**src/rtl/uart_pkg.sv**
```systemverilog
// Shared UART receive types and helpers: FSM state encoding, data width and bit-period arithmetic.
package uart_pkg;

  localparam int UART_DATA_BITS = 8;

  typedef enum logic [1:0] {
    IDLE,
    START,
    DATA,
    STOP
  } rx_state_t;

  // Floor division gives the whole number of clock cycles per bit period.
  function automatic int cycles_per_bit(input int freq, input int baud);
    return freq / baud;
  endfunction

endpackage

```
**src/rtl/uart_byte_receive_if.sv**
```systemverilog
// Output bundle of the word receiver: assembled word plus its three one-cycle status strobes.
interface uart_byte_receive_if #(
  parameter int NUM_BYTES = 2
);

  logic [8*NUM_BYTES-1:0] data_out;
  logic                   data_valid_out;
  logic                   framing_error_out;
  logic                   timeout_out;

  modport master (
    output data_out,
    output data_valid_out,
    output framing_error_out,
    output timeout_out
  );

  modport slave (
    input data_out,
    input data_valid_out,
    input framing_error_out,
    input timeout_out
  );

endinterface

```
**src/rtl/uart_rx_byte.sv**
```systemverilog
// Single 8N1 frame receiver: 2-flop synchronizer, midpoint sampling FSM, byte/frame-error strobes.
// With UART_BYTE_RX_TIMEOUT_EN it also exposes idle/start status for the inter-byte gap timer.
module uart_rx_byte
  import uart_pkg::*;
#(
  parameter int CYCLES_PER_BIT = 108
) (
  input  logic       clk_in,
  input  logic       rst_in,
  input  logic       rx_wire_in,
  output logic [7:0] byte_out,
  output logic       byte_valid,
  output logic       frame_err
`ifdef UART_BYTE_RX_TIMEOUT_EN
  ,
  output logic       rx_idle,
  output logic       start_det
`endif
);

  localparam int CW = $clog2(CYCLES_PER_BIT + 1);
  localparam logic [CW-1:0] MID_CNT = CW'(CYCLES_PER_BIT / 2 - 1);
  localparam logic [CW-1:0] BIT_END = CW'(CYCLES_PER_BIT - 1);
  localparam logic [2:0] LAST_BIT = 3'(UART_DATA_BITS - 1);

  logic            sync1_q, sync1_d;
  logic            sync2_q, sync2_d;
  rx_state_t       state_q, state_d;
  logic [CW-1:0]   cnt_q, cnt_d;
  logic [2:0]      bit_q, bit_d;
  logic [7:0]      shift_q, shift_d;
  logic            byte_valid_q, byte_valid_d;
  logic            frame_err_q, frame_err_d;
  logic            rx_sync;

  assign rx_sync = sync2_q;

  always_ff @(posedge clk_in or posedge rst_in) begin
    if (rst_in) begin
      sync1_q      <= 1'b1;
      sync2_q      <= 1'b1;
      state_q      <= IDLE;
      cnt_q        <= '0;
      bit_q        <= '0;
      shift_q      <= '0;
      byte_valid_q <= 1'b0;
      frame_err_q  <= 1'b0;
    end else begin
      sync1_q      <= sync1_d;
      sync2_q      <= sync2_d;
      state_q      <= state_d;
      cnt_q        <= cnt_d;
      bit_q        <= bit_d;
      shift_q      <= shift_d;
      byte_valid_q <= byte_valid_d;
      frame_err_q  <= frame_err_d;
    end
  end

  always_comb begin
    sync1_d      = rx_wire_in;
    sync2_d      = sync1_q;
    state_d      = state_q;
    cnt_d        = cnt_q;
    bit_d        = bit_q;
    shift_d      = shift_q;
    byte_valid_d = 1'b0;
    frame_err_d  = 1'b0;

    case (state_q)
      IDLE: begin
        cnt_d = '0;
        bit_d = '0;
        if (!rx_sync) state_d = START;
      end
      // A line that is high again at the start-bit midpoint was only a glitch.
      START: begin
        if (cnt_q == MID_CNT) begin
          cnt_d   = '0;
          state_d = rx_sync ? IDLE : DATA;
        end else begin
          cnt_d = cnt_q + CW'(1);
        end
      end
      DATA: begin
        if (cnt_q == BIT_END) begin
          cnt_d   = '0;
          shift_d = {rx_sync, shift_q[7:1]};
          bit_d   = bit_q + 3'd1;
          if (bit_q == LAST_BIT) state_d = STOP;
        end else begin
          cnt_d = cnt_q + CW'(1);
        end
      end
      // Leaving at the stop midpoint keeps half a bit of margin for a back-to-back start.
      STOP: begin
        if (cnt_q == BIT_END) begin
          cnt_d        = '0;
          state_d      = IDLE;
          byte_valid_d = rx_sync;
          frame_err_d  = ~rx_sync;
        end else begin
          cnt_d = cnt_q + CW'(1);
        end
      end
      default: state_d = IDLE;
    endcase
  end

  assign byte_out   = shift_q;
  assign byte_valid = byte_valid_q;
  assign frame_err  = frame_err_q;

`ifdef UART_BYTE_RX_TIMEOUT_EN
  assign rx_idle   = (state_q == IDLE);
  assign start_det = (state_q == IDLE) && !rx_sync;
`endif

endmodule

```
**src/rtl/uart_byte_receive.sv**
```systemverilog
// Assembles NUM_BYTES received UART frames (first byte in the low lane) into one word.
// Optional inter-byte gap timeout enabled by defining UART_BYTE_RX_TIMEOUT_EN.
module uart_byte_receive
  import uart_pkg::*;
#(
  parameter int INPUT_CLOCK_FREQ = 100_000_000,
  parameter int BAUD_RATE        = 921_600,
  parameter int NUM_BYTES        = 2,
  parameter int TIMEOUT_BITS     = 32
) (
  input  logic                 clk_in,
  input  logic                 rst_in,
  input  logic                 rx_wire_in,
  uart_byte_receive_if.master  rx_if
);

  localparam int CPB    = cycles_per_bit(INPUT_CLOCK_FREQ, BAUD_RATE);
  localparam int WORD_W = UART_DATA_BITS * NUM_BYTES;
  localparam int IDX_W  = (NUM_BYTES > 1) ? $clog2(NUM_BYTES) : 1;
  localparam logic [IDX_W-1:0] LAST_IDX = IDX_W'(NUM_BYTES - 1);

  if (NUM_BYTES < 1 || TIMEOUT_BITS < 1 || CPB < 4) begin : g_param_check
    $error("uart_byte_receive: NUM_BYTES/TIMEOUT_BITS must be >= 1 and a bit period >= 4 cycles");
  end

  logic [7:0]        rx_byte;
  logic              rx_byte_valid;
  logic              rx_frame_err;

  logic [WORD_W-1:0] word_q, word_d;
  logic [WORD_W-1:0] data_q, data_d;
  logic [IDX_W-1:0]  byte_idx_q, byte_idx_d;
  logic              valid_q, valid_d;
  logic              ferr_q, ferr_d;

`ifdef UART_BYTE_RX_TIMEOUT_EN
  localparam int TIMEOUT_CYCLES = TIMEOUT_BITS * CPB;
  localparam int GAP_W = $clog2(TIMEOUT_CYCLES + 1);

  logic              rx_idle;
  logic              start_det;
  logic [GAP_W-1:0]  gap_q, gap_d;
  logic              timeout_q, timeout_d;
`endif

  uart_rx_byte #(
    .CYCLES_PER_BIT(CPB)
  ) u_rx_byte (
    .clk_in     (clk_in),
    .rst_in     (rst_in),
    .rx_wire_in (rx_wire_in),
    .byte_out   (rx_byte),
    .byte_valid (rx_byte_valid),
    .frame_err  (rx_frame_err)
`ifdef UART_BYTE_RX_TIMEOUT_EN
    ,
    .rx_idle    (rx_idle),
    .start_det  (start_det)
`endif
  );

  always_ff @(posedge clk_in or posedge rst_in) begin
    if (rst_in) begin
      word_q     <= '0;
      data_q     <= '0;
      byte_idx_q <= '0;
      valid_q    <= 1'b0;
      ferr_q     <= 1'b0;
`ifdef UART_BYTE_RX_TIMEOUT_EN
      gap_q      <= '0;
      timeout_q  <= 1'b0;
`endif
    end else begin
      word_q     <= word_d;
      data_q     <= data_d;
      byte_idx_q <= byte_idx_d;
      valid_q    <= valid_d;
      ferr_q     <= ferr_d;
`ifdef UART_BYTE_RX_TIMEOUT_EN
      gap_q      <= gap_d;
      timeout_q  <= timeout_d;
`endif
    end
  end

  // data_out only changes as a whole word, so partial bytes live in word_q until the last one lands.
  always_comb begin
    word_d     = word_q;
    data_d     = data_q;
    byte_idx_d = byte_idx_q;
    valid_d    = 1'b0;
    ferr_d     = 1'b0;
`ifdef UART_BYTE_RX_TIMEOUT_EN
    gap_d      = '0;
    timeout_d  = 1'b0;
`endif

    if (rx_byte_valid) begin
      if (byte_idx_q == LAST_IDX) begin
        data_d = word_q;
        data_d[int'(byte_idx_q)*UART_DATA_BITS +: UART_DATA_BITS] = rx_byte;
        valid_d    = 1'b1;
        byte_idx_d = '0;
        word_d     = '0;
      end else begin
        word_d[int'(byte_idx_q)*UART_DATA_BITS +: UART_DATA_BITS] = rx_byte;
        byte_idx_d = byte_idx_q + IDX_W'(1);
      end
    end else if (rx_frame_err) begin
      ferr_d     = 1'b1;
      byte_idx_d = '0;
      word_d     = '0;
    end
`ifdef UART_BYTE_RX_TIMEOUT_EN
    // A start edge restarts the gap timer, so it wins over a coincident expiry.
    else if (rx_idle && !start_det && byte_idx_q != '0) begin
      if (gap_q == GAP_W'(TIMEOUT_CYCLES - 1)) begin
        timeout_d  = 1'b1;
        byte_idx_d = '0;
        word_d     = '0;
      end else begin
        gap_d = gap_q + GAP_W'(1);
      end
    end
`endif
  end

  assign rx_if.data_out          = data_q;
  assign rx_if.data_valid_out    = valid_q;
  assign rx_if.framing_error_out = ferr_q;
`ifdef UART_BYTE_RX_TIMEOUT_EN
  assign rx_if.timeout_out       = timeout_q;
`else
  assign rx_if.timeout_out       = 1'b0;
`endif

endmodule

```
**src/flat_wrapper.sv**
```systemverilog
// flat-port wrapper written by rule: the top's interface ports become plain ports
module uart_byte_receive_flat import uart_pkg::*;
#(
  parameter int INPUT_CLOCK_FREQ = 100_000_000,
  parameter int BAUD_RATE        = 921_600,
  parameter int NUM_BYTES        = 2,
  parameter int TIMEOUT_BITS     = 32
)
  (clk_in, rst_in, rx_wire_in, rx_if_data_out, rx_if_data_valid_out, rx_if_framing_error_out, rx_if_timeout_out);
  uart_byte_receive_if #(.NUM_BYTES(NUM_BYTES)) rx_if_i ();
  input  logic clk_in;
  input  logic rst_in;
  input  logic rx_wire_in;
  output wire logic [$bits(rx_if_i.data_out)-1:0] rx_if_data_out;
  output wire logic [$bits(rx_if_i.data_valid_out)-1:0] rx_if_data_valid_out;
  output wire logic [$bits(rx_if_i.framing_error_out)-1:0] rx_if_framing_error_out;
  output wire logic [$bits(rx_if_i.timeout_out)-1:0] rx_if_timeout_out;
  assign rx_if_data_out = rx_if_i.data_out;
  assign rx_if_data_valid_out = rx_if_i.data_valid_out;
  assign rx_if_framing_error_out = rx_if_i.framing_error_out;
  assign rx_if_timeout_out = rx_if_i.timeout_out;
  uart_byte_receive #(.INPUT_CLOCK_FREQ(INPUT_CLOCK_FREQ), .BAUD_RATE(BAUD_RATE), .NUM_BYTES(NUM_BYTES), .TIMEOUT_BITS(TIMEOUT_BITS)) u_core (.clk_in(clk_in), .rst_in(rst_in), .rx_wire_in(rx_wire_in), .rx_if(rx_if_i));
endmodule
```
**config.mk**
```make
export PLATFORM = sky130hd
export DESIGN_NAME = uart_byte_receive_flat
export DESIGN_NICKNAME = d
export VERILOG_FILES = /design/src/rtl/uart_pkg.sv /design/src/rtl/uart_byte_receive_if.sv /design/src/rtl/uart_rx_byte.sv /design/src/rtl/uart_byte_receive.sv /design/src/flat_wrapper.sv
export SDC_FILE = /design/constraint.sdc
export NUM_CORES = 1
export LEC_CHECK = 0
export BUFFER_PORTS_ARGS = -buffer_cell sky130_fd_sc_hd__buf_2
export CORE_ASPECT_RATIO = 0.9
export CORE_MARGIN = 1
export CORE_UTILIZATION = 52
export CTS_CLUSTER_DIAMETER = 120
export DETAILED_ROUTE_END_ITERATION = 16
export HOLD_SLACK_MARGIN = 0.02
export MAX_ROUTING_LAYER = met4
export PLACE_DENSITY = 0.76
export SYNTH_ARGS = -nofsm -noshare
export SYNTH_HDL_FRONTEND = slang
export SYNTH_SLANG_ARGS = --single-unit
export TNS_END_PERCENT = 100
```
**constraint.sdc**
```tcl
create_clock -name clk_in -period 4.18 [get_ports clk_in]
set_clock_uncertainty 0.05 [all_clocks]
set_input_delay 0 -clock clk_in [delete_from_list [all_inputs] [get_ports clk_in]]
set_output_delay 0 -clock clk_in [all_outputs]
set_load 0.1 [all_outputs]
```
==> results.json <==
{
  "outcome": "complete, but fails checks",
  "critPathCaptureType": "flip-flop",
  "rrSetupSlack_ps": 2300,
  "synth_common_cells": "dfrtp_1, mux2_2, o21ai_0",
  "grt_pass1_vias": 1292,
  "cp_max_fo": 8,
  "core_area_um2": 4070,
  "place.gp.congestion": 0.879,
  "grt_setup_unrepaired": "false",
  "startpoint_type": "flip-flop",
  "clkSinkCount": 51,
  "synth_area_leaders": "dfrtp_1, mux2_2, nand3b_1",
  "hold_viol": 0,
  "drv_cap": 0,
  "clkLatencyLatePin_ps": 290,
  "grt_max_degree": 52,
  "seq_area_frac_synth": 0.583,
  "violations": "DRC",
  "grt_pass1_wl_mm": 6.02,
  "port_buffers": 20,
  "worst_slack_ps": 2300,
  "n_antenna_cell": 0,
  "synth_cell_types": 35,
  "hpwl_mm": 2.47,
  "die_x_um": 70.5,
  "crit_slowest_cell": "nor4_4",
  "max_stage_delay_ps": 440,
  "critPathCapture": "u_core.u_rx_byte.byte_out[4]",
  "ys.warnings.count": 0,
  "routed_wl_mm": 3.58,
  "drc_errors": 9,
  "syn-num-nets": 180,
  "clk_pin_slew_ps": 90,
  "r2r_end": "u_core.u_rx_byte.byte_out[4]",
  "vias": 1376,
  "required_ps": 4310,
  "die_area_um2": 4480,
  "drtIter0Drc": 42,
  "path_cells": "ha_1 > nand4b_4 > nor4_4 > mux2_2",
  "numCtsBuffers": 5,
  "finalSetupTns_ps": 0,
  "cts_htree_levels": 2,
  "setup_viol": 0,
  "fin_crit_ps": 1880,
  "synth_most_common_cell": "dfrtp_1",
  "die_h_um": 63.6,
  "wire_per_inst_um": 14.7,
  "p_leak_uw": 0.00125,
  "ios": 22,
  "ant_nets": 0,
  "synth_ff_type": "dfrtp_1",
  "clockBufferDepth": 2,
  "irDropWorstVdd_mv": 0.245,
  "fin_nets": 201,
  "synth_top_area_cell": "dfrtp_1",
  "critical_path_class": "flip-flop to flip-flop",
  "slew_headroom": 0.318,
  "synth-async-reset-ratio": 1.00,
  "track_usage": 0.181,
  "hold_depth": 2,
  "start_util": 0.539,
  "via_per_inst": 5.66,
  "clockRootBuffer": "clkbuf_8",
  "cp.arrival_ps": 2010,
  "hp-class": "input port to flip-flop",
  "drive_gt1_frac": 0.303,
  "rr_worst_depth": 4,
  "cts_tree": "built",
  "netlist_instances": 173,
  "r2r-start": "u_core.u_rx_byte.cnt_q[0]",
  "yosys_register_bits": 51,
  "antenna_found_initial": 0,
  "grt_overflow_total": 0,
  "post_cts_buffers": 0,
  "synth_top_area_frac": 0.559,
  "synth_area_per_cell_um2": 12.7,
  "powerDensity_nw_per_um2": 322,
  "place_ws_ps": 2330,
  "timing.final.crit_share": 0.449,
  "syn_area_um2": 2190,
  "maxSlewViolCount": 0,
  "worstMarginPinSlew_ps": 1020,
  "row_count": 22,
  "crit_start": "u_core.u_rx_byte.cnt_q[0]",
  "timing.fmax_mhz": 532,
  "drtPass1Iterations": 10,
  "syn2layout_area_growth_pct": 10.5,
  "synth_edf_count": 0
}
[worst max-delay path, delay by kind of cell (launching register included)]
kind	cells	cell delay [ps]
flip-flops	1	420
multiplexers	1	400
AND/OR/NAND/NOR	2	610
adder cells (fa/ha/maj)	1	290
[sequential cells by signal, indices dropped and copies added (netlist names), named ones only]
| register | cells |
|---|---|
| u_core.rx_if.data_out | 16 |
| u_core.u_rx_byte.byte_out | 8 |
| u_core.word_q | 8 |
| u_core.u_rx_byte.cnt_q | 7 |
| u_core.u_rx_byte.bit_q | 3 |
| u_core.byte_idx_q | 1 |
| u_core.rx_if.data_valid_out | 1 |
| u_core.rx_if.framing_error_out | 1 |
| u_core.u_rx_byte.byte_valid | 1 |
| u_core.u_rx_byte.frame_err | 1 |
| u_core.u_rx_byte.rx_sync | 1 |
| u_core.u_rx_byte.state_q | 1 |
| u_core.u_rx_byte.sync1_q | 1 |
[area by class of cell]
| cell class | count | area (um2) |
|---|---|---|
| Timing Repair Buffer | 22 | 120 |
| Inverter | 5 | 18.8 |
| Tap cell | 48 | 60.1 |
| Clock buffer | 6 | 72.6 |
| Fill cell | 337 | 1650 |
| Multi-Input combinational cell | 109 | 862 |
| Sequential cell | 51 | 1280 |
| Clock inverter | 2 | 12.5 |
[placed cells by master (no fill, tap or decap), types with 2 or more instances in the layout]
master         Yosys  layout
dfrtp_1           49      49
mux2_2            25      25
buf_2              1      20
o21ai_0           10      10
nand2b_1           8       8
nand3b_1           8       8
a21oi_1            7       7
nand2_1            6       6
nand3_1            6       6
clkbuf_8           0       5
inv_1              5       4
o211ai_1           4       4
ha_1               4       4
nor2b_1            3       3
nor3_1             3       3
nor2_1             3       3
xor2_1             2       2
or3_1              2       2
a22oi_1            2       2
and2_1             2       2
a311o_1            2       2
dlygate4sd3_1      0       2
dfstp_2            2       2
[metrics by stage]
step	cells	cell area (um2)	util	hold WS [ps]	power [uW]
2_1_floorplan	173	2190	-	-45.5	517
3_3_place_gp	233	2320	0.569	58.8	520
3_5_place_dp	233	2320	0.569	59.5	520
4_1_cts	243	2420	0.595	283	790
5_1_grt	243	2420	0.595	290	808
6_report	243	2420	0.595	292	780
[report_power, final]
group | leakage (uW) | internal [uW] | switching, uW | total [uW]
registers | 0.000691 | 495 | 0.597 | 495
logic | 0.000519 | 2.14 | 13.7 | 15.9
clock network | 0.0000412 | 117 | 152 | 269
total | 0.00125 | 614 | 166 | 780
[how the worst min path moves through the flow]
| stage | slack (ps) | end | from |
|---|---|---|---|
| final | 290 | u_core.u_rx_byte.sync1_q | rx_wire_in |
| after global routing | 290 | u_core.u_rx_byte.sync1_q | rx_wire_in |
| after CTS | 280 | u_core.u_rx_byte.sync1_q | rx_wire_in |
| after detailed placement | 60 | u_core.u_rx_byte.sync1_q | rx_wire_in |
| after global placement | 60 | u_core.u_rx_byte.sync1_q | rx_wire_in |
| after floorplan | -50 | u_core.u_rx_byte.sync1_q | rx_wire_in |
[kinds of logic (layout without fill, tap and decap cells)]
group	Yosys count	after routing	share of synthesized area
AOI/OAI and AO/OA	28	28	0.0781
DFF	51	51	0.583
xor gates and xnor gates	3	3	0.0120
other	1	1	0.00171
buffers and inverters	13	35	0.0245
adders and majority gates	4	4	0.0228
muxes	25	25	0.128
and+or+nand+nor	48	48	0.150
[layer usage]
layer	routed length [um]	track usage	share of wire	up-vias
met3	119	0.0384	0.033	7
met4	54	0.0765	0.015	0
met1	1780	0.248	0.50	679
met5	0	-	0	-
met2	1640	0.261	0.46	35
li1	-	-	-	655
[what timing repair did]
item | 4_1_cts | 5_1_grt
hold endpoints to repair | 50 | 0
hold buffers | 2 | 0
resized for setup | 0 | 0
Note: power is estimated with default switching activity, not from simulation.
